[src/rtl/serial_mag_cmp_pkg.sv]
// Shared types for the digit-serial magnitude comparator: FSM state encoding,
// one-hot verdict constants and the MSB-first verdict merge rule.
package serial_mag_cmp_pkg;

    typedef enum logic [1:0] {
        ST_IDLE = 2'd0,
        ST_SCAN = 2'd1,
        ST_DONE = 2'd2
    } state_t;

    // One-hot {gt, eq, lt}; all-zero only exists as the post-reset output value.
    typedef logic [2:0] verdict_t;

    localparam verdict_t VERDICT_GT   = 3'b100;
    localparam verdict_t VERDICT_EQ   = 3'b010;
    localparam verdict_t VERDICT_LT   = 3'b001;
    localparam verdict_t VERDICT_NONE = 3'b000;

    // The first unequal digit (MSB first) decides; later digits only matter while still equal.
    function automatic verdict_t merge_verdict(input verdict_t running, input verdict_t digit);
        return (running == VERDICT_EQ) ? digit : running;
    endfunction

endpackage

[src/rtl/serial_mag_cmp_if.sv]
// Handshake and result bundle between a digit source (master) and the comparator (slave).
interface serial_mag_cmp_if;

    logic       start;
    logic       digitValid;
    logic [1:0] inA;
    logic [1:0] inB;
    logic       busy;
    logic       done;
    logic       outGT;
    logic       outEQ;
    logic       outLT;

    modport master (
        output start, digitValid, inA, inB,
        input  busy, done, outGT, outEQ, outLT
    );

    modport slave (
        input  start, digitValid, inA, inB,
        output busy, done, outGT, outEQ, outLT
    );

endinterface

[src/rtl/serial_mag_cmp_digit_cmp2.sv]
// Combinational compare of one 2-bit digit pair, producing a one-hot GT/EQ/LT verdict.
module digit_cmp2
    import serial_mag_cmp_pkg::*;
(
    input  logic [1:0] a,
    input  logic [1:0] b,
    output verdict_t   res
);

    always_comb begin
        if (a > b) begin
            res = VERDICT_GT;
        end else if (a < b) begin
            res = VERDICT_LT;
        end else begin
            res = VERDICT_EQ;
        end
    end

endmodule

[src/rtl/serial_mag_cmp.sv]
// Digit-serial magnitude comparator: consumes NUM_DIGITS 2-bit digit pairs MSB first
// and registers one GT/EQ/LT verdict per operand pair, flagged by a one-cycle done.
module serial_mag_cmp
    import serial_mag_cmp_pkg::*;
#(
    parameter int NUM_DIGITS = 4
)
(
    input  logic             clk,
    input  logic             reset,
    serial_mag_cmp_if.slave  bus
);

    localparam int CNT_W = $clog2(NUM_DIGITS);
    localparam logic [CNT_W-1:0] LAST_DIGIT = CNT_W'(NUM_DIGITS - 1);

    state_t           state_q, state_d;
    logic [CNT_W-1:0] cnt_q, cnt_d;
    verdict_t         run_q, run_d;
    verdict_t         out_q, out_d;
    verdict_t         digit_res;
    verdict_t         merged;

    digit_cmp2 u_digit_cmp2 (
        .a   (bus.inA),
        .b   (bus.inB),
        .res (digit_res)
    );

    assign merged = merge_verdict(run_q, digit_res);

    // NOTE: every signal assigned in this block gets a default first, so no path can leave
    // it unassigned and infer a latch.
    always_comb begin
        state_d = state_q;
        cnt_d   = cnt_q;
        run_d   = run_q;
        out_d   = out_q;

        unique case (state_q)
            ST_IDLE: begin
                if (bus.start) begin
                    state_d = ST_SCAN;
                    cnt_d   = '0;
                    run_d   = VERDICT_EQ;
                end
            end

            ST_SCAN: begin
                // Gap cycles (digitValid low) leave everything untouched.
                if (bus.digitValid) begin
                    run_d = merged;
                    cnt_d = cnt_q + CNT_W'(1);
                    if (cnt_q == LAST_DIGIT) begin
                        state_d = ST_DONE;
                        out_d   = merged;
                    end
                end
            end

            ST_DONE: begin
                state_d = ST_IDLE;
            end

            default: begin
                state_d = ST_IDLE;
            end
        endcase
    end

    // NOTE: sequential state uses non-blocking assignments so every flop samples
    // pre-edge values regardless of statement order.
    always_ff @(posedge clk) begin
        if (reset) begin
            state_q <= ST_IDLE;
            cnt_q   <= '0;
            run_q   <= VERDICT_EQ;
            out_q   <= VERDICT_NONE;
        end else begin
            state_q <= state_d;
            cnt_q   <= cnt_d;
            run_q   <= run_d;
            out_q   <= out_d;
        end
    end

    // Status decodes straight from the state register, so they are glitch-free.
    assign bus.busy  = (state_q == ST_SCAN);
    assign bus.done  = (state_q == ST_DONE);
    assign bus.outGT = out_q[2];
    assign bus.outEQ = out_q[1];
    assign bus.outLT = out_q[0];

endmodule

[src/flat_wrapper.sv]
// flat-port wrapper written by rule: the top's interface ports become plain ports
module serial_mag_cmp_flat import serial_mag_cmp_pkg::*;
#(
    parameter int NUM_DIGITS = 4
)
  (clk, reset, bus_start, bus_digitValid, bus_inA, bus_inB, bus_busy, bus_done, bus_outGT, bus_outEQ, bus_outLT);
  serial_mag_cmp_if bus_i ();
  input  logic clk;
  input  logic reset;
  input wire logic [$bits(bus_i.start)-1:0] bus_start;
  input wire logic [$bits(bus_i.digitValid)-1:0] bus_digitValid;
  input wire logic [$bits(bus_i.inA)-1:0] bus_inA;
  input wire logic [$bits(bus_i.inB)-1:0] bus_inB;
  output wire logic [$bits(bus_i.busy)-1:0] bus_busy;
  output wire logic [$bits(bus_i.done)-1:0] bus_done;
  output wire logic [$bits(bus_i.outGT)-1:0] bus_outGT;
  output wire logic [$bits(bus_i.outEQ)-1:0] bus_outEQ;
  output wire logic [$bits(bus_i.outLT)-1:0] bus_outLT;
  assign bus_i.start = bus_start;
  assign bus_i.digitValid = bus_digitValid;
  assign bus_i.inA = bus_inA;
  assign bus_i.inB = bus_inB;
  assign bus_busy = bus_i.busy;
  assign bus_done = bus_i.done;
  assign bus_outGT = bus_i.outGT;
  assign bus_outEQ = bus_i.outEQ;
  assign bus_outLT = bus_i.outLT;
  serial_mag_cmp #(.NUM_DIGITS(NUM_DIGITS)) u_core (.clk(clk), .reset(reset), .bus(bus_i));
endmodule
[config.mk]
export PLATFORM = sky130hd
export DESIGN_NAME = serial_mag_cmp_flat
export DESIGN_NICKNAME = d
export VERILOG_FILES = /design/src/rtl/serial_mag_cmp_pkg.sv /design/src/rtl/serial_mag_cmp_if.sv /design/src/rtl/serial_mag_cmp_digit_cmp2.sv /design/src/rtl/serial_mag_cmp.sv /design/src/flat_wrapper.sv
export SDC_FILE = /design/constraint.sdc
export NUM_CORES = 1
export LEC_CHECK = 0
export CELL_PAD_IN_SITES_DETAIL_PLACEMENT = 1
export CELL_PAD_IN_SITES_GLOBAL_PLACEMENT = 2
export CORE_MARGIN = 1
export CORE_UTILIZATION = 26
export CTS_BUF_LIST = sky130_fd_sc_hd__clkbuf_16
export DETAILED_ROUTE_END_ITERATION = 16
export PLACE_DENSITY_LB_ADDON = 0.1
export SKIP_LAST_GASP = 1
export SLEW_MARGIN = 20
export SYNTH_ARGS = -nofsm -noshare
export SYNTH_HDL_FRONTEND = slang
export SYNTH_SLANG_ARGS = --single-unit
export TNS_END_PERCENT = 10
[constraint.sdc]
create_clock -name clk -period 1.35 [get_ports clk]
set_clock_uncertainty 0.05 [all_clocks]
set_input_delay 0.135 -clock clk [delete_from_list [all_inputs] [get_ports clk]]
set_output_delay 0.135 -clock clk [all_outputs]
set_load 0.05 [all_outputs]
==> impl_metrics.yaml, run 1 <==
detailed_routing:
  antenna_left: 0
  viasPerCell: 4.72
  drc: 0
  drt-total-wl_mm: 1.20
  wl_per_cell_microns: 12.1
  drt-initial-drc-count: 10
  vias: 467
  firstDrtPassIters: 4
die:
  pin_count: 13
  coreArea_sq_um: 1760
  num_rows: 15
  die_width_microns: 45.8
  die_h_microns: 45.8
  die-area_sq_um: 2090
  start_util_pct: 28.2
critical_path:
  path_class: "in -> reg"
  cp_cell_sequence: "clkdlybuf4s50_1 > ha_4 > a311o_1 > o22ai_1 > nand2b_1"
  rr_startpoint: "u_core.state_q[1]$_SDFFE_PP0P_"
  critPathLaunch: "bus_inA[1]"
  crit_fanout: 3
  arrival_ps: 1410
  crit_slowest_cell: "clkdlybuf4s50_1"
  worst_setup_path_start_kind: "input port"
  cp-end-kind: "flip-flop"
  slowest_delay_ps: 490
  critPathRequiredTime_ps: 1420
sta:
  worst_pin_slew_ps: 362
  grt_setup_unrepaired: "yes"
  hold_viol_final: 0
  max_slew_margin_pct: 75.8
  fin_crit_sh_pct: 99.5
  min_period_ps: 1340
  drv_slew: 0
  layout_setup_ws_ps: 7.06
  final-setup-viol-count: 0
  clock.fmax_mhz: 745
synth:
  synth.distinct_cells: 26
  synth_seq_cells: 10
  netlist_area_sq_um: 498
  ys_top_cells_by_area: "dfxtp_1, ha_1, a21oi_1"
  synth_enable_flop_cells: 0
  yosys.area.top_type: "dfxtp_1"
  synth_nets: 65
  async_flop_share_pct: 0
  yosys-top-cells-count: "dfxtp_1, a21oi_1, inv_1, nand3_1"
  yosysSeqAreaShare_pct: 40.2
  syn-instance-count: 54
  yosys_warnings: 0
  synthFlopType: "dfxtp_1"
  synth_top_area_share_pct: 40.2
  yosysMostFrequentCell: "dfxtp_1"
  synth.avg_cell_area_sq_um: 9.22
finish:
  drive_gt1_share_pct: 29.7
  fin_util_pct: 47.4
  fillers: 207
  area_growth_pct: 67.8
  nNetsFinal: 86
  design_area_sq_um: 836
  antennaDiodeCount: 0
clock_tree:
  numClockSinks: 10
  cts_buffer_depth: 2
  cts_hold_buf: 0
  root_buffer: "clkbuf_16"
  cts_max_level: 1
  clk_latency_ps: 230
  cts_tree: "yes"
  cts_buffers: 3
  clkSlewWorstSetupHoldPaths_ps: 40
grt:
  grt_max_degree: 9
  grt_pass1_vias: 451
  gr-total-overflow: 0
  antenna_found_initial: 0
  track_usage_pct: 13.2
  grt_pass1_wl_mm: 1.91
placed_design:
  gp_congestion: 0.696
  portBuffers: 12
  place_ws_ps: -381
  place.detailed.hpwl_microns: 929
  place_area_sq_um: 733
job:
  maxCapViolCount: 0
worst_hold_path:
  hp-start: "u_core.cnt_q[0]$_SDFFE_PP0P_"
  hp-class: "reg -> reg"
pwr:
  power.density_nw_per_um2: 1160
  p_leak_nw: 0.320
  ir_drop_uv: 786
status:
  status: "finished, final reports clean"
-- cell families (layout without fill, tap and decap cells) --
kind of cell | Yosys count | in the layout | share of synthesized area, %
buffers and inverters | 5 | 25 | 3.77
adder cells (fa/ha/maj) | 3 | 3 | 7.54
AO/OA/AOI/OAI | 15 | 15 | 21.9
multiplexers | 1 | 1 | 2.01
AND/OR/NAND/NOR | 20 | 20 | 24.6
flip-flops | 10 | 10 | 40.2
-- sequential cells by signal, indices dropped and copies added (netlist names) --
| name | cells |
|---|---|
| u_core.out_q | 3 |
| u_core.state_q | 2 |
| u_core.run_q | 3 |
| u_core.cnt_q | 2 |
-- metrics by stage --
| stage | instances | hold slack (ps) | TNS (ps) | power, mW |
|---|---|---|---|---|
| after floorplan | 54 | 233 | 0 | 0.385 |
| after global placement | 95 | 418 | -1880 | 0.443 |
| after detailed placement | 95 | 425 | -1820 | 0.444 |
| after CTS | 99 | 432 | 0 | 0.981 |
| after global routing | 99 | 432 | -165 | 1.01 |
| final | 99 | 428 | 0 | 0.966 |
-- final cells by class --
type	count	area (sq um)	share of cell area [%]
Clock buffer	3	75.1	8.98
Clock inverter	1	3.75	0.449
Inverter	4	15.0	1.80
Multi-Input combinational cell	39	304	36.4
Sequential cell	10	200	24.0
Tap cell	25	31.3	3.74
Timing Repair Buffer	17	206	24.7
-- placed cells by master, fill, tap and decap left out, types with 2 or more instances in the layout --
cell,count
dfxtp_1,10
clkdlybuf4s50_1,6
buf_12,5
buf_4,5
a21oi_1,4
nand3_1,4
inv_1,3
nand2b_1,3
clkbuf_16,3
nand2_1,2
o32ai_1,2
o21ai_0,2
nor2_1,2
nor2_2,2
a211oi_1,2
ha_4,2
-- layer usage --
| layer | vias up | share of wire [%] | GRT usage [%] |
|---|---|---|---|
| li1 | 241 | - | - |
| met1 | 217 | 48 | 15.7 |
| met2 | 9 | 46 | 21.1 |
| met3 | 0 | 5.8 | 6.35 |
| met4 | 0 | 0 | 3.53 |
| met5 | - | 0 | 0 |
-- final timing paths --
kind / slack [ps] / endpoint / cells past startpoint
max: 7 / u_core.run_q[1]$_SDFFE_PP1P_ / 5
min: 430 / u_core.cnt_q[0]$_SDFFE_PP0P_ / 1
max reg2reg: 120 / u_core.out_q[2]$_SDFFE_PP0P_ / 4
min reg2reg: 430 / u_core.cnt_q[0]$_SDFFE_PP0P_ / 1
-- where the power goes --
part	switching (mW)	internal, mW
Combinational	0.0635	0.0708
Sequential	0.00738	0.306
Clock	0.131	0.387
Total	0.202	0.764
-- critical path, delay by kind of cell --
kind | cells | cell delay (ps)
compound gates | 2 | 490
fa+ha+maj | 1 | 210
buf+inv | 1 | 490
simple gates | 1 | 70
-- repair_timing --
item	CTS	global route
pin swaps	3	0
endpoints found under the setup margin	6	5
buffers inserted	0	0
gates resized for setup	4	0
No activity file was read; power rests on OpenSTA's default activity.
==> inputs of run 2 (changes only) <==
REMOVE_ABC_BUFFERS = 1   (was not set)
clock period = 1.3 ns   (was 1.35 ns; I/O delays follow)
==> run 2 against run 1 <==
  * Critical path depth shrank 2
  * Core utilization grew 0.28 points
  * Critical endpoint is now bus_busy
  * Die area is the same
  * Sequential power grew 4%
  * Hold slack lost 1.8 ps
  * Highest routed layer unchanged
==> impl_metrics.yaml, run 2 (synthesis gave the netlist of run 1 again) <==
clock_tree:
  cts_buffer_depth: 2
  cts_max_level: 1
  postCtsSetupBuffers: 0
  cts_buffers: 3
  clk_latency_ps: 240
  root_buffer: "clkbuf_16"
  cts_tree: "yes"
  clkSlewWorstSetupHoldPaths_ps: 40
  numClockSinks: 10
critical_path:
  critPathTopFamily: "flip-flops"
  cp-end-kind: "output pin"
  crit_slowest_cell: "dfxtp_1"
  cp_num_buf_inv: 2
  crit_fanout: 4
  slowest_delay_ps: 320
  cp_cell_sequence: "and2b_4 > buf_6 > buf_12"
  critPathRequiredTime_ps: 1120
  worst_setup_path_start_kind: "flip-flop"
  arrival_ps: 1070
  path_class: "reg -> out"
finish:
  final_cells: 99
  reg_top3: "u_core.out_q x3, u_core.run_q x3"
  final_cell_mix: "dfxtp_1, buf_12, nand3_1, dlygate4sd2_1, buf_4"
  area_growth_pct: 68.8
  multi_input_area_sq_um: 308
  fillers: 208
  layout_commonest_cell: "dfxtp_1"
  nNetsFinal: 86
  drive_gt1_share_pct: 33.8
  regArea_sq_um: 201
  antennaDiodeCount: 0
  fin_util_pct: 47.7
  design_area_sq_um: 841
die:
  die_width_microns: 45.8
  pin_count: 13
  die-area_sq_um: 2090
  coreArea_sq_um: 1760
  num_rows: 15
  die_h_microns: 45.8
  start_util_pct: 28.2
detailed_routing:
  met2WireLength_microns: 673
  top_layer: "met3"
  antenna_left: 0
  vias: 467
  firstDrtPassIters: 2
  wl_per_cell_microns: 13.0
  viasPerCell: 4.72
  route.met3.wl_microns: 43
  drt-total-wl_mm: 1.29
  met1_length_microns: 570
  drt-initial-drc-count: 5
  drc: 0
placed_design:
  place.detailed.hpwl_microns: 960
  place_area_sq_um: 733
  portBuffers: 12
  gp_congestion: 0.679
  place_inst: 95
  place_ws_ps: -419
sta:
  grt_setup_unrepaired: "no"
  hold_viol_final: 0
  drv_slew: 0
  min_period_ps: 1250
  clock.fmax_mhz: 798
  worst_pin_slew_ps: 313
  layout_setup_ws_ps: 46.7
  max_slew_margin_pct: 79.1
  fin_crit_sh_pct: 96.4
  final-setup-viol-count: 0
status:
  status: "finished, final reports clean"
grt:
  grt_max_degree: 7
  antenna_found_initial: 0
  gr-total-overflow: 0
  track_usage_pct: 15.6
  grt_pass1_wl_mm: 2.18
  grt_pass1_vias: 505
pwr:
  power.density_nw_per_um2: 1210
  ir_drop_uv: 814
  p_leak_nw: 0.324
job:
  maxCapViolCount: 0
worst_hold_path:
  hp-class: "reg -> reg"
[run 2: final timing paths]
kind | start | end | slack, ps | cells past startpoint
setup reg to reg | u_core.state_q[1]$_SDFFE_PP0P_ | u_core.out_q[2]$_SDFFE_PP0P_ | 80 | 4
hold / removal | u_core.cnt_q[0]$_SDFFE_PP0P_ | u_core.cnt_q[0]$_SDFFE_PP0P_ | 430 | 1
hold reg to reg | u_core.cnt_q[0]$_SDFFE_PP0P_ | u_core.cnt_q[0]$_SDFFE_PP0P_ | 430 | 1
setup / recovery | u_core.state_q[1]$_SDFFE_PP0P_ | bus_busy | 50 | 3
[run 2: what timing repair did]
item	4_1_cts	5_1_grt
resized for setup	10	2
hold buffers	0	0
endpoints found under the hold margin	0	0
pin swaps	4	0
setup endpoints to repair	6	1
cloned	0	0
[run 2: layout make-up]
type                            count  area share, %
Multi-Input combinational cell     39           36.6
Clock inverter                      1          0.446
Timing Repair Buffer               17           24.6
Tap cell                           25           3.72
Sequential cell                    10           24.0
Inverter                            4           1.79
Clock buffer                        3           8.93
[run 2: power breakdown]
group | leakage, nW | switching (mW) | total [mW] | internal, mW
sequential | 0.0815 | 0.00914 | 0.327 | 0.318
combinational | 0.204 | 0.0650 | 0.138 | 0.0728
clock | 0.0385 | 0.146 | 0.550 | 0.403
total | 0.324 | 0.220 | 1.01 | 0.794
[run 2: routing by layer]
metal	up-vias	global-route usage, %
met2	9	26.3
met3	0	5.95
met5	-	0
met1	220	16.6
li1	238	-
met4	0	8.82
[run 2: per-stage QoR]
| step | setup TNS (ps) | hold slack [ps] | power (mW) |
|---|---|---|---|
| global placement | -2200 | 420 | 0.461 |
| floorplan | -45.9 | 148 | 0.396 |
| global route | 0 | 446 | 1.06 |
| detailed placement | -2240 | 420 | 0.461 |
| CTS | 0 | 429 | 1.03 |
| finish | 0 | 426 | 1.01 |
[run 2: worst reg2reg max path, cell delays in order, from the launching register on]
cell,delay [ps]
dfxtp_1,320
and2b_4,280
and3_4,230
nor2_2,40
a311oi_2,220
